## src/rtl/ifft16_seq.sv

```systemverilog
// ---------------------------------------------------------------------------
// ifft16_seq
//   Sequential 16-point inverse FFT built around one shared radix-2 butterfly
//   that works in place on a 16-entry register file.
//
//   A frame of 16 frequency samples X[0..15] is loaded in natural order. Each
//   sample is stored at its bit-reversed address. The block then runs
//   4 stages x 8 butterflies, one butterfly per cycle. Every stage halves its
//   results, so the frame comes out scaled by 1/16. The time samples
//   x[0..15] are then streamed out in natural order.
//
//   Handshake (both streams): a beat transfers on a rising clock edge when
//   valid and ready are both high. The producer holds data stable while
//   valid is high and ready is low. in_ready is high only in LOAD.
//   out_valid is high only in UNLOAD. out_data and out_last hold while the
//   output is stalled.
//
// Ports
//   clk        single clock, rising edge
//   rst        asynchronous, active-high reset
//   in_data    X[k] as {re[31:16], im[15:0]}, Q4.11 two's complement
//   in_valid   in_data valid
//   in_ready   block accepts in_data (LOAD)
//   out_data   x[n] as {re, im}, Q4.11
//   out_valid  out_data valid (UNLOAD)
//   out_ready  downstream accepts out_data
//   out_last   high with out_valid on x[15]
//   busy       high in COMPUTE and UNLOAD
// ---------------------------------------------------------------------------
module ifft16_seq (
    input  logic        clk,
    input  logic        rst,
    input  logic [31:0] in_data,
    input  logic        in_valid,
    output logic        in_ready,
    output logic [31:0] out_data,
    output logic        out_valid,
    input  logic        out_ready,
    output logic        out_last,
    output logic        busy
);

    localparam int N_PTS = 16;
    localparam logic [3:0] LAST_IDX = 4'(N_PTS - 1);
    localparam logic [4:0] LAST_BFLY = 5'd31;

    typedef enum logic [1:0] {
        ST_LOAD    = 2'd0,
        ST_COMPUTE = 2'd1,
        ST_UNLOAD  = 2'd2
    } state_t;

    state_t      state;
    logic [3:0]  k_cnt;    // input sample index
    logic [4:0]  c_cnt;    // butterfly index: [4:3] stage, [2:0] butterfly
    logic [3:0]  n_cnt;    // output sample index

    logic [31:0] mem [0:15];

    // -----------------------------------------------------------------------
    // Helpers
    // -----------------------------------------------------------------------
    function automatic logic [3:0] bitrev4(input logic [3:0] v);
        bitrev4 = {v[0], v[1], v[2], v[3]};
    endfunction

    // W[t] = exp(+j*pi*t/8) in Q4.11. The value for t=4 is 2047 so that the
    // entry matches the forward transform's twiddle table.
    function automatic logic [31:0] twiddle(input logic [2:0] t);
        case (t)
            3'd0:    twiddle = {16'h0800, 16'h0000};  // ( 2048,    0)
            3'd1:    twiddle = {16'h0764, 16'h030F};  // ( 1892,  783)
            3'd2:    twiddle = {16'h05A8, 16'h05A8};  // ( 1448, 1448)
            3'd3:    twiddle = {16'h030F, 16'h0764};  // (  783, 1892)
            3'd4:    twiddle = {16'h0000, 16'h07FF};  // (    0, 2047)
            3'd5:    twiddle = {16'hFCF1, 16'h0764};  // ( -783, 1892)
            3'd6:    twiddle = {16'hFA58, 16'h05A8};  // (-1448, 1448)
            default: twiddle = {16'hF89C, 16'h030F};  // (-1892,  783)
        endcase
    endfunction

    // Q4.11 multiply done on magnitudes, so truncation goes toward zero. The
    // sign is applied afterwards.
    function automatic logic [15:0] qmul(input logic [15:0] a, input logic [15:0] b);
        logic [15:0] ma;
        logic [15:0] mb;
        logic [31:0] prod;
        logic [15:0] mag;
        ma   = a[15] ? (~a + 16'd1) : a;
        mb   = b[15] ? (~b + 16'd1) : b;
        prod = {16'd0, ma} * {16'd0, mb};
        mag  = prod[26:11];
        qmul = (a[15] ^ b[15]) ? (~mag + 16'd1) : mag;
    endfunction

    // -----------------------------------------------------------------------
    // Butterfly addressing and datapath
    // -----------------------------------------------------------------------
    logic [1:0]  stage;
    logic [2:0]  bfly;
    logic [3:0]  idx0;
    logic [3:0]  idx1;
    logic [2:0]  tw_idx;

    assign stage = c_cnt[4:3];
    assign bfly  = c_cnt[2:0];

    // i0 = (b>>s)*2*half + (b & (half-1)) is bit b inserted as a 0 at
    // position s. i1 has a 1 at that position. The twiddle index is
    // (b & (half-1)) << (3-s).
    always_comb begin
        idx0   = 4'd0;
        idx1   = 4'd0;
        tw_idx = 3'd0;
        case (stage)
            2'd0: begin
                idx0   = {bfly, 1'b0};
                idx1   = {bfly, 1'b1};
                tw_idx = 3'd0;
            end
            2'd1: begin
                idx0   = {bfly[2:1], 1'b0, bfly[0]};
                idx1   = {bfly[2:1], 1'b1, bfly[0]};
                tw_idx = {bfly[0], 2'b00};
            end
            2'd2: begin
                idx0   = {bfly[2], 1'b0, bfly[1:0]};
                idx1   = {bfly[2], 1'b1, bfly[1:0]};
                tw_idx = {bfly[1:0], 1'b0};
            end
            default: begin
                idx0   = {1'b0, bfly};
                idx1   = {1'b1, bfly};
                tw_idx = bfly;
            end
        endcase
    end

    logic [31:0] a_val;
    logic [31:0] b_val;
    logic [31:0] w_val;
    logic [15:0] rr, ii, ri, ir;
    logic [15:0] p_re, p_im;
    logic [16:0] sum_re, sum_im, dif_re, dif_im;
    logic [31:0] new0, new1;

    assign a_val = mem[idx0];
    assign b_val = mem[idx1];
    assign w_val = twiddle(tw_idx);

    assign rr = qmul(w_val[31:16], b_val[31:16]);
    assign ii = qmul(w_val[15:0],  b_val[15:0]);
    assign ri = qmul(w_val[31:16], b_val[15:0]);
    assign ir = qmul(w_val[15:0],  b_val[31:16]);

    assign p_re = rr - ii;
    assign p_im = ri + ir;

    // 17-bit sums; dropping the LSB is the arithmetic >>>1 for the stage
    // halving.
    assign sum_re = {a_val[31], a_val[31:16]} + {p_re[15], p_re};
    assign sum_im = {a_val[15], a_val[15:0]}  + {p_im[15], p_im};
    assign dif_re = {a_val[31], a_val[31:16]} - {p_re[15], p_re};
    assign dif_im = {a_val[15], a_val[15:0]}  - {p_im[15], p_im};

    assign new0 = {sum_re[16:1], sum_im[16:1]};
    assign new1 = {dif_re[16:1], dif_im[16:1]};

    logic in_fire;
    logic out_fire;

    assign in_fire  = (state == ST_LOAD) && in_valid && in_ready;
    assign out_fire = (state == ST_UNLOAD) && out_valid && out_ready;

    // -----------------------------------------------------------------------
    // Register file. The contents after reset are don't-care, so it has no
    // reset.
    // -----------------------------------------------------------------------
    always_ff @(posedge clk) begin
        if (in_fire) begin
            mem[bitrev4(k_cnt)] <= in_data;
        end else if (state == ST_COMPUTE) begin
            mem[idx0] <= new0;
            mem[idx1] <= new1;
        end
    end

    // -----------------------------------------------------------------------
    // Control FSM with registered outputs
    // -----------------------------------------------------------------------
    always_ff @(posedge clk or posedge rst) begin
        if (rst) begin
            state     <= ST_LOAD;
            k_cnt     <= 4'd0;
            c_cnt     <= 5'd0;
            n_cnt     <= 4'd0;
            in_ready  <= 1'b1;
            out_valid <= 1'b0;
            out_last  <= 1'b0;
            busy      <= 1'b0;
            out_data  <= 32'd0;
        end else begin
            case (state)
                ST_LOAD: begin
                    if (in_fire) begin
                        if (k_cnt == LAST_IDX) begin
                            k_cnt    <= 4'd0;
                            c_cnt    <= 5'd0;
                            in_ready <= 1'b0;
                            busy     <= 1'b1;
                            state    <= ST_COMPUTE;
                        end else begin
                            k_cnt <= k_cnt + 4'd1;
                        end
                    end
                end
                ST_COMPUTE: begin
                    c_cnt <= c_cnt + 5'd1;
                    if (c_cnt == LAST_BFLY) begin
                        // The final butterfly touches mem[7]/mem[15], so
                        // mem[0] is already final here.
                        out_data  <= mem[0];
                        out_valid <= 1'b1;
                        out_last  <= 1'b0;
                        n_cnt     <= 4'd0;
                        state     <= ST_UNLOAD;
                    end
                end
                ST_UNLOAD: begin
                    if (out_fire) begin
                        if (n_cnt == LAST_IDX) begin
                            n_cnt     <= 4'd0;
                            out_valid <= 1'b0;
                            out_last  <= 1'b0;
                            out_data  <= 32'd0;
                            busy      <= 1'b0;
                            in_ready  <= 1'b1;
                            state     <= ST_LOAD;
                        end else begin
                            n_cnt    <= n_cnt + 4'd1;
                            out_data <= mem[n_cnt + 4'd1];
                            out_last <= (n_cnt == LAST_IDX - 4'd1);
                        end
                    end
                end
                default: begin
                    state <= ST_LOAD;
                end
            endcase
        end
    end

endmodule

```

## config.mk

```make
export PLATFORM = sky130hd
export DESIGN_NAME = ifft16_seq
export DESIGN_NICKNAME = d
export VERILOG_FILES = /design/src/rtl/ifft16_seq.sv
export SDC_FILE = /design/constraint.sdc
export NUM_CORES = 2
export LEC_CHECK = 0
export CORE_MARGIN = 1
export CORE_UTILIZATION = 26
export DETAILED_ROUTE_END_ITERATION = 10
export MAX_ROUTING_LAYER = met4
export PLACE_DENSITY = 0.52
export SLEW_MARGIN = 10
export SYNTH_ARGS = -nofsm -noshare
export SYNTH_HDL_FRONTEND = slang
export SYNTH_SLANG_ARGS = --single-unit
```

## constraint.sdc

```tcl
create_clock -name clk -period 14.4 [get_ports clk]
set_input_delay 2.88 -clock clk [delete_from_list [all_inputs] [get_ports clk]]
set_output_delay 2.88 -clock clk [all_outputs]
set_load 0.02 [all_outputs]
```

==> flow_summary.toml <==
[status]
status = "finished, final reports clean"

[placed_design]
routabilityCongestion = 0.979
port_buffers = 71
dp_hpwl_um = 209000

[yosys]
async_flop_share_pct = 9.06
yosys.area.top_type_share_pct = 22.3
netlist_area_um2 = 68800
synth_enable_flop_cells = 512
syn_area_per_cell_um2 = 9.42
yosys_warnings = 0
ys_ff_latch = 563
syn-instance-count = 7305
synth.distinct_cells = 109
synthTopCellsByArea = "edfxtp_1, fa_1, ha_1"
synth.yosys.seq_area_share_pct = 24.2
yosysTopAreaCell = "edfxtp_1"
synth_flop_cell = "edfxtp_1"

[sta]
fmaxAchievable_mhz = 72.0
worst_slew_pin_slew_ps = 1360
hold_violations = 0
clock_skew_ps = 41.7
relSlewSlack_pct = 9.32
post-route-period-util_pct = 96.4
period_needed_ps = 13880
fin_setup_tns_ps = 0
drv_slew = 0
setup_violations = 0

[global_routing]
grt_max_degree = 75
grt.total_usage_pct = 22.6
antenna_found_initial = 9
grt_pass1_vias = 58600
overflow = 0
grt_pass1_wl_um = 425000

[routing]
met3WireLength_um = 32300
dr_wl_met2_um = 131000
drtIter0Drc = 7082
routedWlPerCell_um = 27.2
top_layer_used = "met4"
wl_um = 298000
drc = 0
drt_pass1_iterations = 9
num_vias = 59200
ant_nets = 0
met1Wirelength_um = 118000
viasPerCell = 5.40

[clocking]
h-tree-depth = 3
cts_sinks = 563
cts_max_path_buffers = 3
cts-root-buf = "clkbuf_16"
postCtsHoldBufs = 0
cts_buffers = 67
cts_tree = "done"
clk_latency_ps = 680
clkTransAtPathRegs_ps = 60

[die]
die_h_um = 517
dieWidth_um = 517
num_rows = 188
core_area_um2 = 263000
initial_utilization_pct = 26.2
die_area_um2 = 267000
ioPinCount = 72

[setup_path]
crit_type = "flop to flop"
critPathLaunchType = "flop"
cp_slowest_cell = "xnor2_2"
crit_path_end_kind = "flop"
critPathMaxStageDelay_ps = 690
crit_arrival_ps = 14370
crit_top_cell = "fa_1"
critPathRequiredTime_ps = 14890
critical_path.max_fanout = 61

[layout]
most-common-layout-cells = "inv_1, nand2_1, nor2_1"
fin_nets = 8508
drive_gt1_share_pct = 12.6
syn2layout_area_growth_pct = 13.9
layout_commonest_cell = "inv_1"

[hold_path]
hp-class = "flop to flop"

[flow_run]
drv_cap = 0
## registers in the layout, indices dropped and copies added (netlist names)
| signal | count |
|---|---|
| out_valid | 1 |
| k_cnt | 4 |
| busy | 1 |
| c_cnt | 5 |
| state | 2 |
| out_last | 1 |
| n_cnt | 4 |
| in_ready | 1 |
| out_data | 32 |
| mem | 512 |
## cells by family (layout without fill, tap and decap cells)
family	after synthesis	in the layout	synth area share [%]
other cells	2	108	0.0109
compound gates	1364	1364	12.6
fa+ha+maj	1072	1072	26.3
flops	563	563	24.2
buf+inv	1447	1496	8.22
simple gates	2073	2073	13.5
mux	521	521	11.9
xor+xnor	263	264	3.36
## through the flow
stage / utilization (%) / hold WS [ps] / std cells / cell area [µm²] / setup slack, ps
6_report: 29.8 / 507 / 11000 / 78400 / 515
5_1_grt: 29.8 / 539 / 11000 / 78400 / -2.65
4_1_cts: 29.6 / 517 / 10900 / 77900 / 59.3
3_5_place_dp: 28.8 / 483 / 10800 / 75500 / -37.3
3_3_place_gp: 28.7 / 484 / 10800 / 75500 / -714
2_1_floorplan: - / 501 / 7403 / 69200 / 25.9
## worst max-delay path, delay by kind of cell (launching register included)
family	cells	cell delay, ps
AOI/OAI and AO/OA	14	3150
xor gates and xnor gates	7	1820
adders and majority gates	9	3820
buffers and inverters	7	1460
DFF	1	640
muxes	1	150
and+or+nand+nor	16	2630
## Yosys cell counts (60+ instances only)
cell type,count
inv_1,952
nand2_1,829
nor2_1,679
fa_1,622
edfxtp_1,512
a21oi_1,487
ha_1,450
clkbuf_1,351
mux2i_1,250
mux4_2,234
o21ai_0,222
xnor2_1,175
a31oi_1,117
nand3_1,90
xor2_1,87
nand2b_1,77
and2_1,74
buf_2,69
nor3_1,64
o22ai_1,60
## path summary, 6_finish.rpt
| path | from | depth (start not counted) | slack [ps] | to |
|---|---|---|---|---|
| max in group asynchronous | rst | 3 | 10430 | c_cnt[4] |
| min in group asynchronous | rst | 2 | 2510 | k_cnt[1] |
| hold reg to reg | out_last | 2 | 510 | out_last |
| hold / removal | out_last | 2 | 510 | out_last |
| setup / recovery | c_cnt[4] | 54 | 520 | mem[5][15] |
| setup reg to reg | c_cnt[4] | 54 | 520 | mem[5][15] |
## per-layer routing
layer,GRT usage (%),vias up
met5,-,-
met3,5.03,768
met1,28.8,29700
met2,34.2,3585
li1,-,25200
met4,10.5,0
## final cells by class
cell class	count	area, µm²
fill	27400	184000
multi-input combinational	5394	47900
sequential	563	16700
tap	3515	4400
inverter	956	3600
timing repair buffer	418	3530
clock buffer	85	1870
clock inverter	37	444
antenna	8	20.0
## repair_timing
action	CTS	global route
setup buffers	2	22
cloned	0	1
pin swaps	0	6
endpoints found under the setup margin	28	94
gates resized for setup	4	52
Power is not shown: default switching activity piles up to over one toggle a cycle in this logic, so the estimate is an artifact.
